===== src/rtl/pool_seq_ctrl.sv =====
// Sequencer for the 2x2/stride-2 pooling datapath: walks a row-major feature map and
// steers the pooling unit and its partial-result register file. Optional macro: POOL_SEQ_STALL_CNT_EN.
module pool_seq_ctrl #(
   parameter int MAX_COLS = 32,
   parameter int MAX_ROWS = 32,
   parameter int DIM_W    = 6,
   parameter int ADDR_W   = 4
) (
   input  logic              clk,
   input  logic              nrst,
   input  logic              start,
   input  logic [DIM_W-1:0]  cfg_rows,
   input  logic [DIM_W-1:0]  cfg_cols,
   input  logic              sys_valid,
   output logic              x_sel,
   output logic [ADDR_W-1:0] rd_addr,
   output logic              wr_en,
   output logic              wr_src,
   output logic [ADDR_W-1:0] wr_addr,
   output logic              pool_en,
   output logic              out_valid,
   output logic              busy,
   output logic              done,
   output logic              cfg_err
`ifdef POOL_SEQ_STALL_CNT_EN
   ,
   output logic [15:0]       stall_cnt
`endif
);

   typedef enum logic [1:0] {
      ST_IDLE = 2'd0,
      ST_RUN  = 2'd1,
      ST_DONE = 2'd2
   } state_t;

   state_t            r_state;
   state_t            w_state_nxt;

   logic [DIM_W-1:0]  r_rows;
   logic [DIM_W-1:0]  r_cols;
   logic [DIM_W-1:0]  r_row;
   logic [DIM_W-1:0]  r_col;
   logic              r_cfg_err;

   logic              w_rows_ok;
   logic              w_cols_ok;
   logic              w_cfg_ok;
   logic              w_accept;
   logic              w_reject;
   logic              w_consume;
   logic              w_col_end;
   logic              w_row_end;
   logic [ADDR_W-1:0] w_p;

   // A dimension is usable only if it is a non-zero even number that fits the datapath
   assign w_rows_ok = (cfg_rows != '0) && !cfg_rows[0] && (cfg_rows <= DIM_W'(MAX_ROWS));
   assign w_cols_ok = (cfg_cols != '0) && !cfg_cols[0] && (cfg_cols <= DIM_W'(MAX_COLS));
   assign w_cfg_ok  = w_rows_ok && w_cols_ok;

   assign w_accept  = (r_state == ST_IDLE) && start && w_cfg_ok;
   assign w_reject  = (r_state == ST_IDLE) && start && !w_cfg_ok;
   assign w_consume = (r_state == ST_RUN) && sys_valid;

   assign w_col_end = (r_col == r_cols - DIM_W'(1));
   assign w_row_end = (r_row == r_rows - DIM_W'(1));
   assign w_p       = ADDR_W'(r_col >> 1);

   assign cfg_err   = r_cfg_err;

   always_ff @(posedge clk or negedge nrst) begin
      if (!nrst) begin
         r_state <= ST_IDLE;
      end else begin
         r_state <= w_state_nxt;
      end
   end

   always_comb begin
      w_state_nxt = r_state;
      x_sel       = 1'b0;
      rd_addr     = '0;
      wr_en       = 1'b0;
      wr_src      = 1'b0;
      wr_addr     = '0;
      pool_en     = 1'b0;
      out_valid   = 1'b0;
      busy        = 1'b0;
      done        = 1'b0;

      case (r_state)
         ST_IDLE: begin
            if (w_accept) begin
               w_state_nxt = ST_RUN;
            end
         end

         ST_RUN: begin
            busy = 1'b1;
            if (sys_valid) begin
               // Top-left seeds the partial, the next two fold into it, the last emits
               case ({r_row[0], r_col[0]})
                  2'b00: begin
                     wr_en   = 1'b1;
                     wr_src  = 1'b0;
                     wr_addr = w_p;
                  end
                  2'b01, 2'b10: begin
                     pool_en = 1'b1;
                     x_sel   = 1'b1;
                     rd_addr = w_p;
                     wr_en   = 1'b1;
                     wr_src  = 1'b1;
                     wr_addr = w_p;
                  end
                  default: begin
                     pool_en   = 1'b1;
                     x_sel     = 1'b1;
                     rd_addr   = w_p;
                     out_valid = 1'b1;
                  end
               endcase
               if (w_col_end && w_row_end) begin
                  w_state_nxt = ST_DONE;
               end
            end
         end

         ST_DONE: begin
            done        = 1'b1;
            w_state_nxt = ST_IDLE;
         end

         default: begin
            w_state_nxt = ST_IDLE;
         end
      endcase
   end

   always_ff @(posedge clk or negedge nrst) begin
      if (!nrst) begin
         r_rows    <= '0;
         r_cols    <= '0;
         r_row     <= '0;
         r_col     <= '0;
         r_cfg_err <= 1'b0;
      end else begin
         r_cfg_err <= w_reject;
         if (w_accept) begin
            r_rows <= cfg_rows;
            r_cols <= cfg_cols;
            r_row  <= '0;
            r_col  <= '0;
         end else if (w_consume) begin
            if (w_col_end) begin
               r_col <= '0;
               r_row <= w_row_end ? '0 : r_row + DIM_W'(1);
            end else begin
               r_col <= r_col + DIM_W'(1);
            end
         end
      end
   end

`ifdef POOL_SEQ_STALL_CNT_EN
   logic [15:0] r_stall_cnt;

   // Saturating count of RUN cycles without data; held after the map until the next start
   always_ff @(posedge clk or negedge nrst) begin
      if (!nrst) begin
         r_stall_cnt <= '0;
      end else if (w_accept) begin
         r_stall_cnt <= '0;
      end else if ((r_state == ST_RUN) && !sys_valid && (r_stall_cnt != 16'hFFFF)) begin
         r_stall_cnt <= r_stall_cnt + 16'd1;
      end
   end

   assign stall_cnt = r_stall_cnt;
`endif

endmodule


===== config.mk =====
export PLATFORM = sky130hd
export DESIGN_NAME = pool_seq_ctrl
export DESIGN_NICKNAME = d
export VERILOG_FILES = /design/src/rtl/pool_seq_ctrl.sv
export SDC_FILE = /design/constraint.sdc
export NUM_CORES = 1
export LEC_CHECK = 0
export CORE_ASPECT_RATIO = 0.7
export CORE_UTILIZATION = 45
export DETAILED_ROUTE_END_ITERATION = 7
export PLACE_DENSITY = 0.69
export SLEW_MARGIN = 20
export SYNTH_ARGS = -nofsm -noshare
export SYNTH_HDL_FRONTEND = slang
export SYNTH_SLANG_ARGS = --single-unit
export TNS_END_PERCENT = 1

===== constraint.sdc =====
create_clock -name clk -period 2.8 [get_ports clk]
set_input_delay 0.42 -clock clk [delete_from_list [all_inputs] [get_ports clk]]
set_output_delay 0.42 -clock clk [all_outputs]
set_load 0.005 [all_outputs]

==> Yosys cells after proc, flatten, opt, wreduce, memory -nomap -nowiden <==
Index checks and enable logic that the tools add are counted.
{ "classes": {"n_addsub": 4, "order_cmp": 2, "n_eq_ne": 9, "n_mux": 31, "reduce_logical": 23} }
{ "ops": {"columns": ["cell", "n"], "rows": [
  ["2-to-1 mux 6 bit", 7],
  ["2-to-1 mux 4 bit", 6],
  ["2-to-1 mux 1 bit", 14],
  ["adder 6 x 1 -> 6 bit, second input constant", 2],
  ["== test 6 bit", 2],
  ["less-or-equal comparator 6 bit, second input constant", 2],
  ["nonzero test 6 bit", 2],
  ["subtractor 6 x 1 -> 6 bit, second input constant", 2],
  ["logical AND 1 bit", 10],
  ["2-to-1 mux 2 bit", 3],
  ["== test 2 x 1 -> 1 bit, second input constant", 2],
  ["== test 2 bit, second input constant", 2],
  ["zero test 2 bit", 2],
  ["!= test 2 bit, second input constant", 2],
  ["one-hot mux 2 bit (2 select lines)", 1],
  ["nonzero test 2 bit", 2],
  ["zero test 1 bit", 3],
  ["AND reduction 3 bit", 1],
  ["OR reduction 3 bit", 1],
  ["!= test 2 x 1 -> 1 bit, second input constant", 1],
  ["AND reduction 2 bit", 1],
  ["OR reduction 2 bit", 1]
]} }
{ "totals": {"regBits": 27, "input_bits": 16, "output_inout_bits": 16, "wordCells": 75} }

==> Longest topological paths before layout <==
{ "depth": {"ltp_word": 7, "depth_mapped": 9, "ltp_nobuf": 9} }

==> Worst setup path before layout <==
OpenSTA, ideal clock, no wires.
{ "synth_path": {"path_type": "register -> register", "startpoint": "reg r_cols[0]", "endpoint": "reg r_row[4]", "setup_ns": 0.076, "t_arrival_ns": 2.408, "required_time_ns": 2.724, "slack_ns": 0.316, "path_stages_with_launch": 10, "path_buffers": 0, "synth_period_minus_slack_ns": 2.484, "cell_sequence": "dfrtp_1 > inv_1 > ha_1 > nor2b_1 > nand2b_1 > a2111oi_4 > nand3_4 > or4b_4 > or3_1 > o21ai_1"} }
{ "synth_between": {"elab_chain_cells": 4} }
{ "synth_lines": {"columns": ["element", "line_no", "text"], "rows": [
  ["start, declared", "41", "logic [DIM_W-1:0] r_cols;"],
  ["start signal, assigned", "151", "r_cols <= cfg_cols;"],
  ["subtractor 6 x 1 -> 6 bit", "65", "assign w_col_end = (r_col == r_cols - DIM_W'(1));"],
  ["== test 6 bit", "65", null],
  ["nonzero test 2 bit (no line)", null, null],
  ["AND reduction 2 bit (no line)", null, null],
  ["end signal, assigned", "157", "r_row <= w_row_end ? '0 : r_row + DIM_W'(1);"],
  ["end, declared", "42", "logic [DIM_W-1:0] r_row;"]
]} }
Every way passes these cells.
A chain may end at the register's enable or synchronous reset.

==> Worst setup path after layout <==
{ "layout_path": {"startpoint": "in cfg_cols[0]", "endpoint": "reg r_row[4]"} }
{ "layout_between": {"elab_chain_cells": 7, "elab_cells_between_ends": 11, "classes_between": "order compare (1); mux (1); reduce/logical (9)"} }
{ "layout_lines": {"columns": ["element", "line_no", "text"], "rows": [
  ["start, declared", "13", "input logic [DIM_W-1:0] cfg_cols,"],
  ["branches (longest 2 deep; another with less-or-equal comparator 6 bit)", null, null],
  ["logical AND 1 bit *", "58", "assign w_cols_ok = (cfg_cols != '0) && !cfg_cols[0] && (cfg_cols <= DIM_W'(MAX_COLS));"],
  ["logical AND 1 bit *", "59", "assign w_cfg_ok = w_rows_ok && w_cols_ok;"],
  ["logical AND 1 bit *", "61", "assign w_accept = (r_state == ST_IDLE) && start && w_cfg_ok;"],
  ["nonzero test 2 bit (no line)", null, null],
  ["AND reduction 2 bit (no line)", null, null]
]} }
Mark *: on every way between the ends.

==> results_dict.tcl <==
set metrics [dict create \
    setup_slack_ns 0.126 \
    cp_max_fo 4 \
    worstMarginPinSlew_ns 0.426 \
    synthMuxAreaShare 0.0599 \
    max-vdd-ir-drop_mv 0.448 \
    ys_seq_elements 27 \
    hpwl_um 3120 \
    synth_top_flop_cell "dfrtp_1" \
    finalSetupViolCount 0 \
    clock-sinks 27 \
    coreArea_sq_mm 0.00356 \
    synth_compound_area_frac 0.107 \
    startpoint "cfg_cols[0]" \
    holdWs_ns 0.518 \
    clock-root-buffer "clkbuf_8" \
    status "finished, final reports clean" \
    synthTopCellsByArea "dfrtp_1 (40%), mux2_2 (6.0%), ha_1 (4.4%)" \
    hold_violations 0 \
    insertedDiodeCount 0 \
    setup-tns-final_ns 0 \
    drtPass1Iterations 4 \
    p_leak_nw 0.885 \
    drive_gt1_frac 0.118 \
    ioPinCount 32 \
    finalWirelength_um 3950 \
    synth_top_area_frac 0.399 \
    io_buffer_count 31 \
    num_vias 1412 \
    h-tree-depth 1 \
    start_kind "input pin" \
    netlist_area_sq_mm 0.00169 \
    fmax_mhz 374 \
    nets 243 \
    cp.required_ns 3.00 \
    cts_hold_buffers 0 \
    grt_pass1_vias 1386 \
    dieArea_sq_mm 0.00402 \
    ff2ff_setup_slack_ns 0.19 \
    finalMaxSlewViolations 0 \
    syn-instance-count 181 \
    synth_top_cell_by_area "dfrtp_1" \
    async_flop_share 1.00 \
    post_cts_buffers 0 \
    min_period_ns 2.67 \
    grt_pass1_wl_um 6820 \
    r2r_end "r_row[4]" \
    overflow 0 \
    worstSetupEndpointType "register" \
    synth_top_family_by_area "simple AND/OR/NAND/NOR gates" \
    place_ws_ns -0.177 \
    grt_util_all_layers 0.234 \
    powerDensity_mw_per_mm2 710 \
    period_share 0.955 \
    synth_cell_types 36 \
    synth-xor-area-share 0.0724 \
    clk_pin_slew_ns 0.09 \
    num-fill-cells 331 \
    synthAdderAreaFrac 0.0443 \
    syn-num-nets 203 \
    dr.first_iter.drc_count 129 \
    tritoncts "yes" \
    synth_common_cells "dfrtp_1 (27), nand2_1 (16), inv_1 (11), nor2_1 (11)" \
    ys_seq_area_frac 0.399 \
    detail-route-antenna-nets 0 \
    grt_max_degree 28 \
    cts_made_buffers 3 \
    die_w_um 75.3 \
    yosys.area_share.simple 0.277 \
    syn_avg_cell_area_sq_um 9.35 \
    clockBufferDepth 2 \
    area_growth_syn_to_layout_pct 27.2 \
    slew_headroom 0.716 \
    cp-endpoint "r_row[4]" \
    drcViolationCount 0 \
    wire_per_inst_um 14.6 \
    start_util 0.476 \
    via_per_inst 5.23 \
    gp_congestion 0.810 \
    yosysWarningCount 0 \
    std_cell_rows 18 \
    worstSetupPathType "input pin to register" \
    cap_violations 0 \
    timing.rr.start "r_cols[0]" \
    rsz0062_at_grt "no" \
    worstSkewPairLatency_ns 0.27 \
    antenna_found_initial 0 \
    synth_edf_count 0 \
    hold_path_class "input pin to async pin" \
    finClkSkew_ns 0.00158 \
    arrival_ns 2.88 \
    synth.most_common_cell "dfrtp_1" \
    die_y_um 53.3 \
    r2r_cells 9 \
    cts.repair.resized 0 \
]
## cell families after synthesis
family	Yosys count
compound gates	27
mux	9
fa+ha+maj	6
xor+xnor	14
flops	27
buf+inv	15
simple gates	83
## worst min-delay path by stage
| stage | end | depth (start not counted) |
|---|---|---|
| 6_report | r_state[0] | 2 |
| 5_1_grt | r_row[5] | 2 |
| 4_1_cts | r_col[1] | 2 |
| 3_5_place_dp | r_cols[5] | 1 |
| 3_3_place_gp | r_cols[5] | 1 |
| 2_1_floorplan | cfg_err | 0 |
## through the flow
step | utilization | cells | total power, W | cell area [sq um]
CTS | 0.605 | 270 | 0.00154 | 2150
global placement | 0.592 | 266 | 0.00127 | 2110
floorplan | - | 181 | 0.00106 | 1690
global route | 0.605 | 270 | 0.00165 | 2150
detailed placement | 0.592 | 266 | 0.00131 | 2110
finish | 0.605 | 270 | 0.00153 | 2150
## where the power goes
part	internal, W	leakage [nW]	switching, W	total (W)
registers	0.000488	0.318	0.000138	0.000626
clock network	0.000102	0.0228	0.000119	0.000221
logic	0.000357	0.544	0.000324	0.000681
total	0.000948	0.885	0.000581	0.00153
## routing by layer
metal,share of wire,routed length [um],vias up,track usage
li1,-,-,710,-
met1,0.49,1920,672,0.323
met2,0.47,1850,24,0.371
met3,0.030,119,6,0.0457
met4,0.017,67,0,0.0679
met5,0,0,-,0
## cell usage in the layout, fill, tap and decap left out, types with 3 or more instances in the layout
| cell type | count |
|---|---|
| a21o_1 | 3 |
| a21oi_1 | 6 |
| a31oi_1 | 4 |
| and2_1 | 9 |
| buf_4 | 8 |
| clkbuf_8 | 3 |
| clkdlybuf4s50_1 | 31 |
| dfrtp_1 | 27 |
| ha_1 | 6 |
| inv_1 | 11 |
| mux2_2 | 9 |
| nand2_1 | 16 |
| nand2b_1 | 3 |
| nand3_1 | 10 |
| nand4_1 | 3 |
| nor2_1 | 11 |
| nor2b_1 | 6 |
| nor3_1 | 4 |
| o21ai_0 | 9 |
| or3_1 | 10 |
| xnor2_1 | 8 |
| xor2_1 | 6 |
## registers in the layout, summed over array words and instances, names as in the netlist
| register | flops |
|---|---|
| r_rows | 6 |
| r_col | 6 |
| r_state | 2 |
| r_row | 6 |
| r_cols | 6 |
| cfg_err | 1 |
## area by class of cell
class,count,area (sq um),share of cell area
multi-input cells,139,958,0.445
well taps,50,62.6,0.0291
flip-flops and latches,27,676,0.314
inverters,11,41.3,0.0192
repair buffers,39,370,0.172
clock buffers,4,45.0,0.0209
## worst max-delay path, stage by stage
cell and delay [ns]:
clkdlybuf4s50_1 0.42, or4_1 0.54, or3_1 0.31, nand4_1 0.16, nor4_4 0.05, or4b_4 0.53
or3_1 0.35, o21ai_1 0.08
No activity file was read; power rests on OpenSTA's default activity.
